`src/rtl/gpio_reg_bank.sv`:
```
// GPIO-driven configuration register bank: synchronises the host write strobe,
// assembles multi-byte registers MSB-first and offers registered readback.

module gpio_reg_slot #(
  parameter int REG_W = 32,
  parameter bit PULSE = 1'b0
) (
  input  logic             clk,
  input  logic             rst,
  input  logic             commit,
  input  logic [REG_W-1:0] wdata,
  output logic [REG_W-1:0] q,
  output logic             strobe
);
  logic [REG_W-1:0] val_d, val_q;
  logic             stb_d, stb_q;

  // Trigger-style registers hold a committed value for a single cycle only.
  always_comb begin
    val_d = val_q;
    stb_d = commit;
    if (commit)     val_d = wdata;
    else if (PULSE) val_d = '0;
  end

  always_ff @(posedge clk or negedge rst) begin
    if (!rst) begin
      val_q <= '0;
      stb_q <= 1'b0;
    end else begin
      val_q <= val_d;
      stb_q <= stb_d;
    end
  end

  assign q      = val_q;
  assign strobe = stb_q;
endmodule

module gpio_reg_bank #(
  parameter int                ADDR_W      = 16,
  parameter int                DATA_W      = 8,
  parameter int                NUM_REGS    = 16,
  parameter logic [ADDR_W-1:0] BASE_ADDR   = 16'h0000,
  parameter int                REG_W       = 32,
  parameter logic [NUM_REGS-1:0] PULSE_MASK = '0,
  parameter int                SYNC_STAGES = 2,
  localparam int BYTES  = REG_W / DATA_W,
  localparam int CNT_W  = $clog2(BYTES + 1),
  localparam int IDX_W  = (NUM_REGS > 1) ? $clog2(NUM_REGS) : 1,
  localparam int GPIO_W = ADDR_W + DATA_W + 1
) (
  input  logic                      clk,
  input  logic                      rst,
  input  logic [GPIO_W-1:0]         gpio_in,
  output logic [NUM_REGS*REG_W-1:0] reg_out,
  output logic [NUM_REGS-1:0]       wr_strobe,
  output logic [REG_W-1:0]          rd_data,
  output logic [CNT_W-1:0]          byte_cnt
);
  typedef struct packed {
    logic [DATA_W-1:0] data;
    logic [ADDR_W-1:0] addr;
  } wr_req_t;

  wr_req_t wr;
  assign wr = wr_req_t'(gpio_in[GPIO_W-2:0]);

  // ---------------- w_clk synchroniser and rise detect ----------------
  logic [SYNC_STAGES-1:0] sync_d, sync_q;
  logic [SYNC_STAGES-1:0] vld_pipe_d, vld_pipe_q;
  logic                   prev_d, prev_q;
  logic                   armed_d, armed_q;
  logic                   w_lvl, sync_vld, rise;

  assign w_lvl    = sync_q[SYNC_STAGES-1];
  assign sync_vld = vld_pipe_q[SYNC_STAGES-1];

  // Chain contents are only trusted once refilled after reset, and a write
  // needs a genuine low first so a level held across reset is not a rise.
  always_comb begin
    sync_d     = {sync_q[SYNC_STAGES-2:0], gpio_in[GPIO_W-1]};
    vld_pipe_d = {vld_pipe_q[SYNC_STAGES-2:0], 1'b1};
    prev_d     = w_lvl;
    armed_d    = armed_q | (sync_vld & ~w_lvl);
  end

  assign rise = armed_q & sync_vld & w_lvl & ~prev_q;

  // ---------------- address decode ----------------
  logic [ADDR_W:0]    off;
  logic               in_range;
  logic [IDX_W-1:0]   idx;

  assign off      = {1'b0, wr.addr} - {1'b0, BASE_ADDR};
  assign in_range = ~off[ADDR_W] && (off < (ADDR_W+1)'(NUM_REGS));
  assign idx      = off[IDX_W-1:0];

  // ---------------- byte assembly ----------------
  logic [REG_W-1:0]    shadow_d, shadow_q;
  logic [ADDR_W-1:0]   pend_d, pend_q;
  logic [CNT_W-1:0]    cnt_d, cnt_q;
  logic [IDX_W-1:0]    ptr_d, ptr_q;
  logic [REG_W-1:0]    nxt_shadow;
  logic [CNT_W-1:0]    nxt_cnt;
  logic [NUM_REGS-1:0] commit;

  always_comb begin
    shadow_d   = shadow_q;
    pend_d     = pend_q;
    cnt_d      = cnt_q;
    ptr_d      = ptr_q;
    commit     = '0;
    nxt_shadow = shadow_q;
    nxt_cnt    = cnt_q;
    if (rise) begin
      if (in_range) begin
        ptr_d  = idx;
        pend_d = wr.addr;
        if (wr.addr != pend_q || cnt_q == '0) begin
          nxt_shadow = REG_W'(wr.data);
          nxt_cnt    = CNT_W'(1);
        end else begin
          nxt_shadow = (shadow_q << DATA_W) | REG_W'(wr.data);
          nxt_cnt    = cnt_q + CNT_W'(1);
        end
        shadow_d = nxt_shadow;
        if (nxt_cnt == CNT_W'(BYTES)) begin
          cnt_d       = '0;
          commit[idx] = 1'b1;
        end else begin
          cnt_d = nxt_cnt;
        end
      end else begin
        cnt_d = '0;
      end
    end
  end

  // ---------------- register slots ----------------
  logic [NUM_REGS-1:0][REG_W-1:0] regs;

  for (genvar g = 0; g < NUM_REGS; g++) begin : g_slot
    gpio_reg_slot #(
      .REG_W (REG_W),
      .PULSE (PULSE_MASK[g])
    ) u_slot (
      .clk    (clk),
      .rst    (rst),
      .commit (commit[g]),
      .wdata  (shadow_d),
      .q      (regs[g]),
      .strobe (wr_strobe[g])
    );
  end

  logic [REG_W-1:0] rd_d, rd_q;
  assign rd_d = regs[ptr_q];

  always_ff @(posedge clk or negedge rst) begin
    if (!rst) begin
      sync_q     <= '0;
      vld_pipe_q <= '0;
      prev_q     <= 1'b0;
      armed_q    <= 1'b0;
      shadow_q   <= '0;
      pend_q     <= '0;
      cnt_q      <= '0;
      ptr_q      <= '0;
      rd_q       <= '0;
    end else begin
      sync_q     <= sync_d;
      vld_pipe_q <= vld_pipe_d;
      prev_q     <= prev_d;
      armed_q    <= armed_d;
      shadow_q   <= shadow_d;
      pend_q     <= pend_d;
      cnt_q      <= cnt_d;
      ptr_q      <= ptr_d;
      rd_q       <= rd_d;
    end
  end

  assign reg_out  = regs;
  assign rd_data  = rd_q;
  assign byte_cnt = cnt_q;
endmodule

```
`config.mk`:
```
export PLATFORM = sky130hd
export DESIGN_NAME = gpio_reg_bank
export DESIGN_NICKNAME = d
export VERILOG_FILES = /design/src/rtl/gpio_reg_bank.sv
export SDC_FILE = /design/constraint.sdc
export NUM_CORES = 1
export LEC_CHECK = 0
export CAP_MARGIN = 20
export CELL_PAD_IN_SITES_DETAIL_PLACEMENT = 1
export CELL_PAD_IN_SITES_GLOBAL_PLACEMENT = 2
export CORE_MARGIN = 5
export CORE_UTILIZATION = 35
export DETAILED_ROUTE_END_ITERATION = 6
export GPL_TIMING_DRIVEN = 0
export PLACE_DENSITY = 0.8
export SYNTH_ARGS = -nofsm -noshare
export SYNTH_HDL_FRONTEND = slang
export SYNTH_SLANG_ARGS = --single-unit
```
`constraint.sdc`:
```
create_clock -name clk -period 3.3 [get_ports clk]
set_input_delay 0.33 -clock clk [delete_from_list [all_inputs] [get_ports clk]]
set_output_delay 0.33 -clock clk [all_outputs]
set_load 0.01 [all_outputs]
```
==> results.toml <==
[status]
status = "finished, final reports clean"

[logic_synthesis]
synth_ff_type = "dfrtp_1"
synth_seq_cells = 617
async_flop_share_pct = 100
synth_area_um2 = 28200
synth-edff-count = 0
synthesis.nets = 2095
netlist_instances = 2066
synth_cell_types = 39
synth_top_area_share_pct = 54.8
synth_seq_area_share_pct = 54.8
yosys.area.top_type = "dfrtp_1"
yosysWarnings = 0
synthTopCellsByArea = "dfrtp_1 55%, mux2i_1 14%, mux4_2 13%, inv_1 5.6%, mux2_2 4.7%"
syn_avg_cell_area_um2 = 13.6

[sta]
skew_ps = 28.7
slew_headroom_pct = 24.6
fin_crit_sh_pct = 98.0
drv_slew = 0
holdWs_ps = 166
min_period_ps = 3230
timing.final.hold_violations = 0
fmax_ghz = 0.309
tightest_slew_ps = 1130
setup_viol = 0

[setup_path]
path_cells = "clkbuf_1, clkbuf_1, mux4_2, mux4_2"
worstPathRequired_ps = 3770
crit_start = "pend_q[1]$_DFFE_PN0P_"
reg2reg_depth = 4
cp_slowest_cell = "clkbuf_1"
startpoint_type = "flip-flop"
r2r_start = "pend_q[1]$_DFFE_PN0P_"
slowest_delay_ps = 900
timing.reg2reg.setup_slack_ps = 70
endpoint_kind = "flip-flop"
cp.arrival_ps = 3710
criticalPathCategory = "flip-flop to flip-flop"
cp_max_fo = 10
r2r_end = "rd_data[28]$_DFF_PN0_"
endpoint = "rd_data[28]$_DFF_PN0_"

[cts]
cts_tree = "built"
clock_latency_ps = 620
cts_max_level = 3
cts_buffer_depth = 3
clk_pin_slew_ps = 60
cts_inserted_buffers = 72
cts_sinks = 617
root_buffer = "clkbuf_16"

[min_path]
worstHoldPathCells = 1
hold_class = "primary input to flip-flop"
min_from = "gpio_in[24]"

[global_route]
grt_util_met2_pct = 44.8
grt_max_degree = 122
grtUsageMet3_pct = 7.18
grt-ovfl-total = 0
grt_pass1_wl_mm = 167
grt_usage_pct = 26.6
top_usage_layer = "met2"
use_met1_pct = 33.6
grt_pass1_vias = 22111
grt_antenna_before_repair = 5

[cells_and_area]
post-route-cell-area_um2 = 38500
syn_to_final_growth_pct = 36.7
fin_nets = 2795
drive_gt1_share_pct = 20.5
fillers = 8168
stdcell_count = 3882

[die]
io_pins = 590
die_area_um2 = 86200
die_h_um = 294
coreArea_um2 = 80200
start_util_pct = 35.1
rows = 104
die_w_um = 294

[power]
p_leak_nw = 17.4
power_density_nw_per_um2 = 417
ir_drop_uv = 306

[routing]
ant_nets = 0
drtIter0Drc = 1120
firstDrtPassIters = 4
post_drt_wl_per_cell_um = 29.9
drcViolationCount = 0
vias = 19996
drt-total-wl_mm = 116
via_per_inst = 5.15

[run]
maxCapViolations = 0

[placed_design]
dp.cells = 3721
hpwl_mm = 84.7
post_dp_cell_area_um2 = 35600
gp_congestion = 0.828
io_buffers = 585
[timing repair]
item / in CTS / in global routing
hold buffers: 5 / 0
resized for setup: 31 / 16
endpoints found under the hold margin: 75 / 0
pin swaps: 9 / 2
endpoints found under the setup margin: 452 / 389
gates cloned: 0 / 0
setup buffers: 26 / 1
[state kept, by name (all words and copies together), names as in the netlist]
name	flops
shadow_q	32
g_slot.u_slot.q	512
rd_data	32
sync_q	2
g_slot.u_slot.strobe	16
armed_q	1
vld_pipe_q	2
prev_q	1
pend_q	16
byte_cnt	3
[cells in the final DEF (no fill, tap or decap), types with 12 or more instances in the layout]
cell type / n
buf_2: 49
nor3_1: 17
mux4_2: 160
dfrtp_1: 617
clkbuf_8: 18
inv_1: 417
clkbuf_16: 74
nor4_4: 16
mux2_2: 118
clkinv_2: 12
buf_4: 71
xor2_1: 12
a41oi_2: 22
mux2i_1: 384
and2_1: 29
clkbuf_1: 58
clkdlybuf4s50_1: 584
nand2_1: 48
[worst max-delay path, delay by kind of cell (launching register included)]
kind                   cells  cell delay (ps)
buffers and inverters      2             1580
muxes                      2              950
DFF                        1              540
[layout make-up]
cell class                 instances  area [µm²]  share of cell area, %
clock buffer                     106        2150                   5.59
multi-input combinational        873       10500                   27.4
tap                             1060        1330                   3.45
sequential                       617       15400                   40.1
buffer                           158         871                   2.26
antenna                            2        5.00                 0.0130
timing repair buffer             627        6340                   16.5
inverter                         417        1570                   4.07
clock inverter                    22         260                  0.676
[cells by family after synthesis]
group | Yosys count | synth area share, %
AOI/OAI and AO/OA | 32 | 0.986
DFF | 617 | 54.8
buffers and inverters | 576 | 8.54
other | 1 | 0.0133
muxes | 672 | 31.6
and+or+nand+nor | 154 | 3.62
adders and majority gates | 2 | 0.0888
xor gates and xnor gates | 12 | 0.373
[per-layer routing]
| layer | vias up | wire length [µm] |
|---|---|---|
| li1 | 8350 | - |
| met1 | 10743 | 46400 |
| met2 | 717 | 57200 |
| met3 | 184 | 8150 |
| met4 | 2 | 4310 |
| met5 | - | 12 |
[per-stage QoR]
stage                     utilization [%]  setup WS, ps  setup TNS [ps]  total power [W]
after floorplan                         -           641               0          0.00774
after global routing                 48.0         -34.8            -113           0.0166
final                                48.0          65.5               0           0.0161
after detailed placement             44.4          -671         -194790          0.00797
after CTS                            47.9          -162           -6410           0.0162
after global placement               44.1        -25610               -          0.00796
[cells in the mapped netlist, drive strengths merged (2+ instances only)]
cell type and count:
buf 104, clkbuf 55, mux4 160, nor4 21
dfrtp 617, nand3 8, o21ai 2, nand4b 2
nand2 48, nand4 3, nor2 7, xor2 12
mux2 128, mux2i 384, nor3 17, and2 34
a41oi 24, nor2b 11, ha 2, inv 417
[worst min-delay path by stage]
stage / to / slack (ps)
final: sync_q[0]$_DFF_PN0_ / 170
after global routing: sync_q[0]$_DFF_PN0_ / 150
after CTS: sync_q[0]$_DFF_PN0_ / 140
after detailed placement: vld_pipe_q[1]$_DFF_PN0_ / 340
after global placement: vld_pipe_q[1]$_DFF_PN0_ / 330
after floorplan: armed_q$_DFF_PN0_ / 30
[power breakdown]
| part | switching [W] | internal [W] | leakage, nW |
|---|---|---|---|
| combinational | 0.000200 | 0.0000609 | 9.78 |
| sequential | 0.00000219 | 0.00757 | 6.46 |
| clock | 0.00332 | 0.00491 | 1.20 |
Note: power is estimated with default switching activity, not from simulation.
